### src/rtl/dmem_arbiter_if.sv
// Bundle of the CPU, debug and data_memory signals around the data-memory arbiter.
// slave is the arbiter's view; master is the requester/memory side.
interface dmem_arbiter_if #(
  parameter int BIT_WIDTH = 32
);
  logic                 cpu_req;
  logic                 cpu_we;
  logic [BIT_WIDTH-1:0] cpu_addr;
  logic [BIT_WIDTH-1:0] cpu_wdata;
  logic                 cpu_gnt;
  logic                 cpu_stall;
  logic                 cpu_rvalid;
  logic [BIT_WIDTH-1:0] cpu_rdata;

  logic                 dbg_req;
  logic                 dbg_we;
  logic                 dbg_lock;
  logic [BIT_WIDTH-1:0] dbg_addr;
  logic [BIT_WIDTH-1:0] dbg_wdata;
  logic                 dbg_gnt;
  logic                 dbg_rvalid;
  logic [BIT_WIDTH-1:0] dbg_rdata;

  logic [BIT_WIDTH-1:0] mem_addr;
  logic                 mem_we;
  logic [BIT_WIDTH-1:0] mem_wdata;
  logic [BIT_WIDTH-1:0] mem_rdata;

  modport slave (
    input  cpu_req, cpu_we, cpu_addr, cpu_wdata,
    output cpu_gnt, cpu_stall, cpu_rvalid, cpu_rdata,
    input  dbg_req, dbg_we, dbg_lock, dbg_addr, dbg_wdata,
    output dbg_gnt, dbg_rvalid, dbg_rdata,
    output mem_addr, mem_we, mem_wdata,
    input  mem_rdata
  );

  modport master (
    output cpu_req, cpu_we, cpu_addr, cpu_wdata,
    input  cpu_gnt, cpu_stall, cpu_rvalid, cpu_rdata,
    output dbg_req, dbg_we, dbg_lock, dbg_addr, dbg_wdata,
    input  dbg_gnt, dbg_rvalid, dbg_rdata,
    input  mem_addr, mem_we, mem_wdata,
    output mem_rdata
  );
endinterface

### src/rtl/dmem_arbiter.sv
// Shares one data_memory port between the CPU memory stage and a debug/loader port:
// CPU priority, starvation guard for debug, and a lock mode for debug bursts.
module dmem_arbiter #(
  parameter int BIT_WIDTH    = 32,
  parameter int STARVE_LIMIT = 4,
  parameter int CNT_W        = 3
) (
  input  logic           clk,
  input  logic           reset,
  dmem_arbiter_if.slave  bus
);
  typedef enum logic {ARB = 1'b0, DBG_LOCK = 1'b1} state_t;

  localparam logic [CNT_W-1:0] LIMIT = CNT_W'(STARVE_LIMIT);

  state_t               state_reg, state_next;
  logic [CNT_W-1:0]     starve_cnt_reg, starve_cnt_next;
  logic                 cpu_rvalid_reg, dbg_rvalid_reg;
  logic                 cpu_gnt_c, dbg_gnt_c;
  logic                 mem_we_c;
  logic [BIT_WIDTH-1:0] mem_addr_c, mem_wdata_c;

  always_ff @(posedge clk) begin
    if (reset) begin
      state_reg <= ARB;
    end else begin
      state_reg <= state_next;
    end
  end

  always_comb begin
    state_next = state_reg;
    if (state_reg == ARB) begin
      if (dbg_gnt_c && bus.dbg_lock) state_next = DBG_LOCK;
    end else begin
      if ((dbg_gnt_c && !bus.dbg_lock) || !bus.dbg_req) state_next = ARB;
    end
  end

  // Grants are suppressed while reset is held so no write can slip into memory.
  always_comb begin
    cpu_gnt_c   = 1'b0;
    dbg_gnt_c   = 1'b0;
    mem_we_c    = 1'b0;
    mem_addr_c  = '0;
    mem_wdata_c = '0;
    if (!reset) begin
      if (state_reg == ARB) begin
        if (bus.cpu_req && bus.dbg_req) begin
          if (starve_cnt_reg == LIMIT) dbg_gnt_c = 1'b1;
          else                         cpu_gnt_c = 1'b1;
        end else begin
          cpu_gnt_c = bus.cpu_req;
          dbg_gnt_c = bus.dbg_req;
        end
      end else begin
        dbg_gnt_c = bus.dbg_req;
      end
    end
    if (cpu_gnt_c) begin
      mem_we_c    = bus.cpu_we;
      mem_addr_c  = bus.cpu_addr;
      mem_wdata_c = bus.cpu_wdata;
    end else if (dbg_gnt_c) begin
      mem_we_c    = bus.dbg_we;
      mem_addr_c  = bus.dbg_addr;
      mem_wdata_c = bus.dbg_wdata;
    end
  end

  always_comb begin
    starve_cnt_next = starve_cnt_reg;
    if (!bus.dbg_req || dbg_gnt_c) begin
      starve_cnt_next = '0;
    end else if (starve_cnt_reg != LIMIT) begin
      starve_cnt_next = starve_cnt_reg + 1'b1;
    end
  end

  // Response flags line up with data_memory's one-cycle read latency.
  always_ff @(posedge clk) begin
    if (reset) begin
      starve_cnt_reg <= '0;
      cpu_rvalid_reg <= 1'b0;
      dbg_rvalid_reg <= 1'b0;
    end else begin
      starve_cnt_reg <= starve_cnt_next;
      cpu_rvalid_reg <= cpu_gnt_c && !bus.cpu_we;
      dbg_rvalid_reg <= dbg_gnt_c && !bus.dbg_we;
    end
  end

  assign bus.cpu_gnt    = cpu_gnt_c;
  assign bus.dbg_gnt    = dbg_gnt_c;
  assign bus.cpu_stall  = bus.cpu_req && !cpu_gnt_c;
  assign bus.mem_we     = mem_we_c;
  assign bus.mem_addr   = mem_addr_c;
  assign bus.mem_wdata  = mem_wdata_c;
  // A reset landing on the response cycle drops that response.
  assign bus.cpu_rvalid = cpu_rvalid_reg && !reset;
  assign bus.dbg_rvalid = dbg_rvalid_reg && !reset;
  assign bus.cpu_rdata  = bus.cpu_rvalid ? bus.mem_rdata : '0;
  assign bus.dbg_rdata  = bus.dbg_rvalid ? bus.mem_rdata : '0;

`ifndef SYNTHESIS
  always_ff @(posedge clk) begin
    if (!reset) begin
      assert (!(cpu_gnt_c && dbg_gnt_c))
        else $error("dmem_arbiter: both ports granted");
      assert (!mem_we_c || cpu_gnt_c || dbg_gnt_c)
        else $error("dmem_arbiter: mem_we without grant");
    end
  end
`endif
endmodule

### src/flat_wrapper.sv
// flat-port wrapper written by rule: the top's interface ports become plain ports
module dmem_arbiter_flat 
#(
  parameter int BIT_WIDTH    = 32,
  parameter int STARVE_LIMIT = 4,
  parameter int CNT_W        = 3
)
  (clk, reset, bus_cpu_req, bus_cpu_we, bus_cpu_addr, bus_cpu_wdata, bus_cpu_gnt, bus_cpu_stall, bus_cpu_rvalid, bus_cpu_rdata, bus_dbg_req, bus_dbg_we, bus_dbg_lock, bus_dbg_addr, bus_dbg_wdata, bus_dbg_gnt, bus_dbg_rvalid, bus_dbg_rdata, bus_mem_addr, bus_mem_we, bus_mem_wdata, bus_mem_rdata);
  dmem_arbiter_if #(.BIT_WIDTH(BIT_WIDTH)) bus_i ();
  input  logic clk;
  input  logic reset;
  input wire logic [$bits(bus_i.cpu_req)-1:0] bus_cpu_req;
  input wire logic [$bits(bus_i.cpu_we)-1:0] bus_cpu_we;
  input wire logic [$bits(bus_i.cpu_addr)-1:0] bus_cpu_addr;
  input wire logic [$bits(bus_i.cpu_wdata)-1:0] bus_cpu_wdata;
  output wire logic [$bits(bus_i.cpu_gnt)-1:0] bus_cpu_gnt;
  output wire logic [$bits(bus_i.cpu_stall)-1:0] bus_cpu_stall;
  output wire logic [$bits(bus_i.cpu_rvalid)-1:0] bus_cpu_rvalid;
  output wire logic [$bits(bus_i.cpu_rdata)-1:0] bus_cpu_rdata;
  input wire logic [$bits(bus_i.dbg_req)-1:0] bus_dbg_req;
  input wire logic [$bits(bus_i.dbg_we)-1:0] bus_dbg_we;
  input wire logic [$bits(bus_i.dbg_lock)-1:0] bus_dbg_lock;
  input wire logic [$bits(bus_i.dbg_addr)-1:0] bus_dbg_addr;
  input wire logic [$bits(bus_i.dbg_wdata)-1:0] bus_dbg_wdata;
  output wire logic [$bits(bus_i.dbg_gnt)-1:0] bus_dbg_gnt;
  output wire logic [$bits(bus_i.dbg_rvalid)-1:0] bus_dbg_rvalid;
  output wire logic [$bits(bus_i.dbg_rdata)-1:0] bus_dbg_rdata;
  output wire logic [$bits(bus_i.mem_addr)-1:0] bus_mem_addr;
  output wire logic [$bits(bus_i.mem_we)-1:0] bus_mem_we;
  output wire logic [$bits(bus_i.mem_wdata)-1:0] bus_mem_wdata;
  input wire logic [$bits(bus_i.mem_rdata)-1:0] bus_mem_rdata;
  assign bus_i.cpu_req = bus_cpu_req;
  assign bus_i.cpu_we = bus_cpu_we;
  assign bus_i.cpu_addr = bus_cpu_addr;
  assign bus_i.cpu_wdata = bus_cpu_wdata;
  assign bus_cpu_gnt = bus_i.cpu_gnt;
  assign bus_cpu_stall = bus_i.cpu_stall;
  assign bus_cpu_rvalid = bus_i.cpu_rvalid;
  assign bus_cpu_rdata = bus_i.cpu_rdata;
  assign bus_i.dbg_req = bus_dbg_req;
  assign bus_i.dbg_we = bus_dbg_we;
  assign bus_i.dbg_lock = bus_dbg_lock;
  assign bus_i.dbg_addr = bus_dbg_addr;
  assign bus_i.dbg_wdata = bus_dbg_wdata;
  assign bus_dbg_gnt = bus_i.dbg_gnt;
  assign bus_dbg_rvalid = bus_i.dbg_rvalid;
  assign bus_dbg_rdata = bus_i.dbg_rdata;
  assign bus_mem_addr = bus_i.mem_addr;
  assign bus_mem_we = bus_i.mem_we;
  assign bus_mem_wdata = bus_i.mem_wdata;
  assign bus_i.mem_rdata = bus_mem_rdata;
  dmem_arbiter #(.BIT_WIDTH(BIT_WIDTH), .STARVE_LIMIT(STARVE_LIMIT), .CNT_W(CNT_W)) u_core (.clk(clk), .reset(reset), .bus(bus_i));
endmodule
### config.mk
export PLATFORM = sky130hd
export DESIGN_NAME = dmem_arbiter_flat
export DESIGN_NICKNAME = d
export VERILOG_FILES = /design/src/rtl/dmem_arbiter_if.sv /design/src/rtl/dmem_arbiter.sv /design/src/flat_wrapper.sv
export SDC_FILE = /design/constraint.sdc
export NUM_CORES = 1
export LEC_CHECK = 0
export BUFFER_PORTS_ARGS = -buffer_cell sky130_fd_sc_hd__buf_2
export CORE_AREA = 5 5 113 115
export DETAILED_ROUTE_END_ITERATION = 8
export DIE_AREA = 0 0 118 120
export GPL_TIMING_DRIVEN = 0
export PLACE_DENSITY = 0.5
export RECOVER_POWER = 50
export SYNTH_ARGS = -nofsm -noshare
export SYNTH_HDL_FRONTEND = slang
export SYNTH_SLANG_ARGS = --single-unit
### constraint.sdc
create_clock -name clk -period 4.6 [get_ports clk]
set_input_delay 0.46 -clock clk [delete_from_list [all_inputs] [get_ports clk]]
set_output_delay 0.46 -clock clk [all_outputs]
set_load 0.01 [all_outputs]
# Yosys cells after proc, flatten, opt, wreduce, memory -nomap -nowiden
# Index checks and enable logic that the tools add are counted.
# op_classes
add_sub_neg	1
eq_ne	2
n_mux	19
reduce_logical	17
# op_table
op	count
$mux W32	6
$mux W1	13
$logic_and A1 B1 Y1	8
$logic_not A1 Y1	6
$add A3 B1 Y3 const B	1
$eq A3 B3 Y1 const B	1
$ne A3 B3 Y1 const B	1
$logic_or A1 B1 Y1	2
$reduce_or A2 Y1	1
# totals
register_bits	6
in_bits	167
output_inout_bits	134
wordCells	43

# Depth between registers and ports, before layout
# Gate-level depths: netlist of run 1.
# depth
depth_word	9
ltp_mapped	7
depth_no_buf	5

# Worst setup path before layout of run 1
# OpenSTA, ideal clock, no wires.
# synth_timing
path_kind	register to output
start	register u_core.starve_cnt_reg[0]
end	output port bus_mem_addr[23]
arrival_time_ns	1.407
required_time_ns	4.140
setup_slack_ns	2.733
stages_incl_launch_ff	8
n_path_buf	2
path_cell_list	dfxtp_1 > inv_1 > ha_1 > and3_1 > nor3_2 > buf_4 > buf_6 > a22o_1
# synth_via
elab_chain_cells	7
elab_cells_between_ends	11
cone_classes	eq/ne: 1; mux: 10
# synth_lines
element	line_no	source
from (decl)	dmem_arbiter.sv:17	logic [CNT_W-1:0] starve_cnt_reg, starve_cnt_next;
from (signal assigned)	dmem_arbiter.sv:87	starve_cnt_reg <= starve_cnt_next;
$eq A3 B3 Y1 *	dmem_arbiter.sv:50	if (starve_cnt_reg == LIMIT) dbg_gnt_c = 1'b1;
$mux W1	dmem_arbiter.sv:50	
$mux W1	dmem_arbiter.sv:49	if (bus.cpu_req && bus.dbg_req) begin
$mux W1	dmem_arbiter.sv:48	if (state_reg == ARB) begin
$mux W1	dmem_arbiter.sv:47	if (!reset) begin
$mux W32	dmem_arbiter.sv:64	end else if (dbg_gnt_c) begin
$mux W32 *	dmem_arbiter.sv:60	if (cpu_gnt_c) begin
to (decl)	flat_wrapper.sv:28	output wire logic [$bits(bus_i.mem_addr)-1:0] bus_mem_addr;
# Mark *: on every way between the ends. The rest lies on a longest branch, timed or not.

# Final worst setup path of run 1
# layout_timing
start	register u_core.starve_cnt_reg[0]
end	output port bus_mem_addr[29]
# The elaborated chain is that of the path after synthesis.

==> run summary, run 1 <==
Outcome -> complete, no violations
Layout area overhead -> 124%
Placement Rows -> 40
Post-DP HPWL -> 9050 um
Fraction of layout cells with a size suffix above 1 -> 0.585
Fin nets -> 653
Reg clk slew, reported paths -> 30 ps
Initial antenna violation count -> 0
Quantity of gates resized following cts -> 0
DRT iter0 DRCs -> 49
Synth top area cells -> a22o_1 (41%), and2_1 (29%), dfxtp_1 (8.7%), buf_6 (4.1%), buf_2 (2.5%)
Hold Path Class -> input pin to flop
Total power -> 0.000422 W
Peak supply drop -> 0.0000909 V
Multi-input logic area -> 1110 sq um
Crit-path max FO -> 10
Chip Height -> 120 um
Period utilization -> 0.555
CP max stage cell -> dfxtp_1
Fillers -> 1,310
WS Path Type -> flop to output pin
Syn_area_per_cell -> 7.70 sq um
CTS Buf Count -> 3
Clock buffer depth -> 2
Hold Violations, Final -> 0
Die Area -> 14,200 sq um
Cell variety after synth -> 20
H-tree levels -> 1
Slowest cell delay on critical path -> 350 ps
Max cap viols -> 0
First-pass iteration count of the detailed router -> 4
Dominant cell type by area after synthesis -> a22o_1
Total congestion overflow -> 0
Leak -> 1.84 nW
Layout Skew -> 1.74 ps
CTS tree -> done
Vias in the first global route -> 2,669
Met3 Usage GRT -> 0.0349
Avg WL per Cell -> 15.8 um
DRC viols -> 0
Crit path cell chain -> inv_1 > ha_1 > and3_1 > nor3_2 > buf_4 > buf_6 > a22o_1 > buf_2
Synth async-reset ratio -> 0
Worst-Margin Slew -> 474 ps
Most used DFF post-synth -> dfxtp_1
Register area share after synthesis -> 0.0871
Design area -> 3090 sq um
Die width -> 118 um
GP Congestion -> 0.861
Diodes inserted -> 0
Final setup TNS -> 0 ps
Worst Hold Depth -> 2
Hold Crit Endpoint -> u_core.dbg_rvalid_reg$_SDFF_PP0_
RSZ-0062 raised after global routing -> false
Critical Path Start Type -> flop
Worst setup margin -> 2050 ps
Placement Cell Area -> 3060 sq um
Seq cells post-synth -> 6
Layout Utilization -> 0.264
Met2 Track Usage GR -> 0.247
Core area -> 11,700 sq um
Fmax -> 392 MHz
RR Startpoint -> u_core.starve_cnt_reg[0]$_SDFFE_PP0P_
Syn Inst Count -> 179
Synth top area share -> 0.413
Clock sink count -> 6
CP arrival -> 2090 ps
Yosys warnings -> 0
Slew headroom -> 0.683
Tot GR Track Use -> 0.125
Tmin final -> 2550 ps
Pre-CTS setup slack -> 2180 ps
Met1 usage -> 0.131
Global route hottest layer -> met2
Drt via density -> 4.13
Power per cell area -> 137 nW/um^2
Worst hold path startpoint -> bus_dbg_we
Syn nets -> 348
Clk_lat worst skew -> 230 ps
Input/output buffers -> 300
Slew Limit Fails -> 0
Top cells by count, synth -> a22o_1 (65), and2_1 (65), buf_2 (7), clkbuf_1 (6), dfxtp_1 (6)
RR Endpoint -> u_core.state_reg$_SDFF_PP0_
Root buf cell -> clkbuf_16
ANT nets after route -> 0
Slack of the worst reg-to-reg path -> 2930 ps
FF-to-FF path depth -> 6
Crit path required time -> 4140 ps
Post-CTS Hold Fix Bufs -> 0
Wire length after detailed routing -> 9930 um
Final setup viols -> 0
Register cell area after layout -> 120 sq um
Largest net degree at the start of global routing -> 11
Post-CTS setup repair buffer count -> 0
Max FFs per register -> 3
EDFF count, synth -> 0
First-pass GRT wire length -> 14,300 um
Cell area after synthesis -> 1380 sq um
CP Capture Type -> output pin
Via count -> 2,600
Starting Density -> 0.118
Io pins -> 301
==> cells by family after synthesis <==
logic type      Yosys count  share of synthesized area
compound gates           67                      0.423
fa+ha+maj                 2                     0.0181
buf+inv                  23                      0.102
flops                     6                     0.0871
simple gates             81                      0.370
==> area by class of cell <==
type                       count  area share
timing repair buffer         300       0.471
multi-input combinational    150       0.361
tap                          147      0.0595
buffer                        20      0.0413
sequential                     6      0.0389
clock buffer                   3      0.0243
inverter                       3     0.00365
==> per-layer routing <==
metal	wire, um	share of wire
met5	0	0
met4	72	0.0073
met3	1000	0.10
met2	5240	0.53
met1	3610	0.36
==> through the flow <==
step                      instances  hold WS, ps
after detailed placement        626          471
after floorplan                 179          427
after CTS                       629          410
after global placement          626          441
after global routing            629          424
final                           629          411
==> layout by cell type, fill, tap and decap left out, drive strengths merged, types with 3 or more instances in the layout <==
cell type / count
nor3: 4
clkbuf: 46
a22o: 65
and2: 65
buf: 277
inv: 3
nor2b: 5
dfxtp: 6
==> power breakdown <==
part / internal (W) / leakage (nW) / switching [W]
registers: 0.0000537 / 0.0488 / 0.000000518
logic: 0.000118 / 1.75 / 0.000107
clock network: 0.000112 / 0.0370 / 0.0000310
==> critical path: cells and delay by family (launching register included) <==
kind | cells | cell delay (ps)
buffers and inverters | 4 | 640
and+or+nand+nor | 2 | 470
DFF | 1 | 350
adders and majority gates | 1 | 210
AOI/OAI and AO/OA | 1 | 170
==> worst max-delay path by stage <==
stage                                          start           endpoint  slack [ps]  depth (start not counted)
4_1_cts        u_core.starve_cnt_reg[0]$_SDFFE_PP0P_   bus_mem_addr[29]        1930                          8
3_5_place_dp   u_core.starve_cnt_reg[0]$_SDFFE_PP0P_   bus_mem_addr[29]        2180                          8
2_1_floorplan  u_core.starve_cnt_reg[0]$_SDFFE_PP0P_   bus_mem_addr[23]        2730                          7
5_1_grt        u_core.starve_cnt_reg[0]$_SDFFE_PP0P_  bus_mem_wdata[29]        1840                          7
6_report       u_core.starve_cnt_reg[0]$_SDFFE_PP0P_   bus_mem_addr[29]        2050                          8
3_3_place_gp   u_core.starve_cnt_reg[0]$_SDFFE_PP0P_   bus_mem_addr[29]        2230                          8
Power figures use the tool's default switching activity.
==> run 2, diff against run 1 <==
--- a/config.mk
+++ b/config.mk
@@ -10,7 +10,7 @@
 export DETAILED_ROUTE_END_ITERATION = 8
 export DIE_AREA = 0 0 118 120
 export GPL_TIMING_DRIVEN = 0
-export PLACE_DENSITY = 0.5
+export PLACE_DENSITY = 0.51
 export RECOVER_POWER = 50
 export SYNTH_ARGS = -nofsm -noshare
 export SYNTH_HDL_FRONTEND = slang
==> constraint.sdc (replaced) <==
create_clock -name clk -period 2.2 [get_ports clk]
set_input_delay 0.22 -clock clk [delete_from_list [all_inputs] [get_ports clk]]
set_output_delay 0.22 -clock clk [all_outputs]
set_load 0.01 [all_outputs]
==> run 2 against run 1 <==
Clock skew rose by 2.6 ps; non-clock buffer count rose by 1; highest routed layer is now met5; critical path type unchanged; register-to-register slack got worse by 2100 ps; combinational power increased by 120%.
==> run summary, run 2 (synthesis results as in run 1) <==
Fmax -> 480 MHz
Wire length after detailed routing -> 10,200 um
Crit path required time -> 1980 ps
WS Path Type -> flop to output pin
RR Startpoint -> u_core.starve_cnt_reg[0]$_SDFFE_PP0P_
Worst hold path startpoint -> bus_dbg_we
Final setup viols -> 0
Clock network power share -> 0.330
Clock buffer depth -> 2
Crit-path max FO -> 10
Period utilization -> 0.947
Clock sink count -> 6
CTS tree -> done
Starting Density -> 0.118
Core area -> 11,700 sq um
Input/output buffers -> 300
Register cell area after layout -> 121 sq um
Die Area -> 14,200 sq um
Reg clk slew, reported paths -> 40 ps
Post-DP HPWL -> 9150 um
Hold Violations, Final -> 0
Layout Skew -> 4.37 ps
Fraction of layout cells with a size suffix above 1 -> 0.605
ANT nets after route -> 0
Worst setup path start -> u_core.starve_cnt_reg[0]$_SDFFE_PP0P_
Fillers -> 1,305
CP arrival -> 1860 ps
Slew headroom -> 0.655
Multi-input logic area -> 1140 sq um
Final setup TNS -> 0 ps
Initial antenna violation count -> 2
Slew Limit Fails -> 0
Fin nets -> 654
Combinational power share -> 0.543
Io pins -> 301
Pint -> 0.000603 W
Critical Path Start Type -> flop
Cell Count Post-Placement -> 626
Max cap viols -> 0
Commonest non-fill, non-tap cell in the layout -> buf_2
Layout area overhead -> 130%
First-pass iteration count of the detailed router -> 4
Placement Rows -> 40
Largest net degree at the start of global routing -> 11
Avg WL per Cell -> 16.1 um
Most frequent cells in the layout -> buf_2 (272), a22o_1 (65), clkbuf_1 (37), and2_1 (37), and2_0 (28)
Die width -> 118 um
Worst-Margin Slew -> 516 ps
Clk_lat worst skew -> 230 ps
First-pass GRT wire length -> 14,700 um
Chip Height -> 120 um
Power per cell area -> 284 nW/um^2
Tmin final -> 2080 ps
Peak supply drop -> 0.000193 V
Via count -> 2,650
DRT iter0 DRCs -> 53
Hold Path Class -> input pin to flop
Max FFs per register -> 3
H-tree levels -> 1
Layout Utilization -> 0.270
Total congestion overflow -> 0
Leak -> 1.88 nW
DRC viols -> 0
CTS Buf Count -> 3
Vias in the first global route -> 2,821
Outcome -> complete, no violations
RSZ-0062 raised after global routing -> false
Reg power frac -> 0.126
Switching power share of the total -> 0.329
Tot GR Track Use -> 0.127
CP Capture Type -> output pin
Root buf cell -> clkbuf_16
GP Congestion -> 0.898
NetSw -> 0.000296 W
Cell Count, Final, Fillers Out -> 631
Drt via density -> 4.20
## run 2: cell count changes in the layout (fill, tap and decap cells not counted), sizes merged
| cell | delta |
|---|---|
| buf | +6 |
| diode | +1 |
| clkbuf | -5 |
## run 2: critical path, stage by stage (launching register included)
cell and delay (ps):
dfxtp_2 330, inv_1 40, ha_1 200, and3_4 190, nor3_4 160, buf_12 140
clkbuf_2 220, a22o_1 190, buf_2 140
## run 2: through the flow
| stage | power, W | instance area, sq um | setup WS [ps] | hold WS, ps |
|---|---|---|---|---|
| global route | 0.000953 | 3170 | 4.69 | 171 |
| detailed placement | 0.000601 | 3060 | -21.7 | 400 |
| CTS | 0.000916 | 3190 | 12.9 | 161 |
| finish | 0.000899 | 3170 | 117 | 164 |
| floorplan | 0.000310 | 1380 | 573 | 292 |
| global placement | 0.000594 | 3060 | -49.0 | 407 |
## run 2: per-layer routing
metal | vias to the layer above | GRT usage | wire (um)
met5 | - | 0 | 7
met3 | 14 | 0.0391 | 1110
met4 | 2 | 0.0416 | 209
met2 | 187 | 0.253 | 5450
li1 | 1271 | - | -
met1 | 1176 | 0.124 | 3370
## run 2: timing repair
| item | in CTS | in global routing |
|---|---|---|
| gates cloned | 0 | 0 |
| setup buffers | 1 | 0 |
| pin swaps | 1 | 1 |
| setup endpoints to repair | 66 | 59 |
| hold buffers | 0 | 0 |
| gates resized for setup | 8 | 3 |
## run 2: final timing paths
check / end / slack (ps) / depth (start not counted)
hold / removal: u_core.dbg_rvalid_reg$_SDFF_PP0_ / 160 / 2
setup reg to reg: u_core.dbg_rvalid_reg$_SDFF_PP0_ / 810 / 6
setup / recovery: bus_mem_wdata[23] / 120 / 8
hold reg to reg: u_core.starve_cnt_reg[0]$_SDFFE_PP0P_ / 420 / 1
## run 2: layout make-up
| type | count | share of cell area |
|---|---|---|
| Multi-Input combinational cell | 150 | 0.359 |
| Sequential cell | 6 | 0.0383 |
| Tap cell | 147 | 0.0581 |
| Buffer | 20 | 0.0458 |
| Inverter | 3 | 0.00356 |
| Timing Repair Buffer | 301 | 0.471 |
| Antenna cell | 1 | 0.000790 |
| Clock buffer | 3 | 0.0237 |
## run 2: power groups by stage
| stage | sequential, W | combinational, W | clock [W] |
|---|---|---|---|
| 3_5_place_dp | 0.000115 | 0.000486 | 0 |
| 2_1_floorplan | 0.000115 | 0.000196 | 0 |
| 5_1_grt | 0.000114 | 0.000533 | 0.000306 |
| 3_3_place_gp | 0.000115 | 0.000479 | 0 |
| 4_1_cts | 0.000114 | 0.000498 | 0.000305 |
| 6_report | 0.000114 | 0.000488 | 0.000297 |
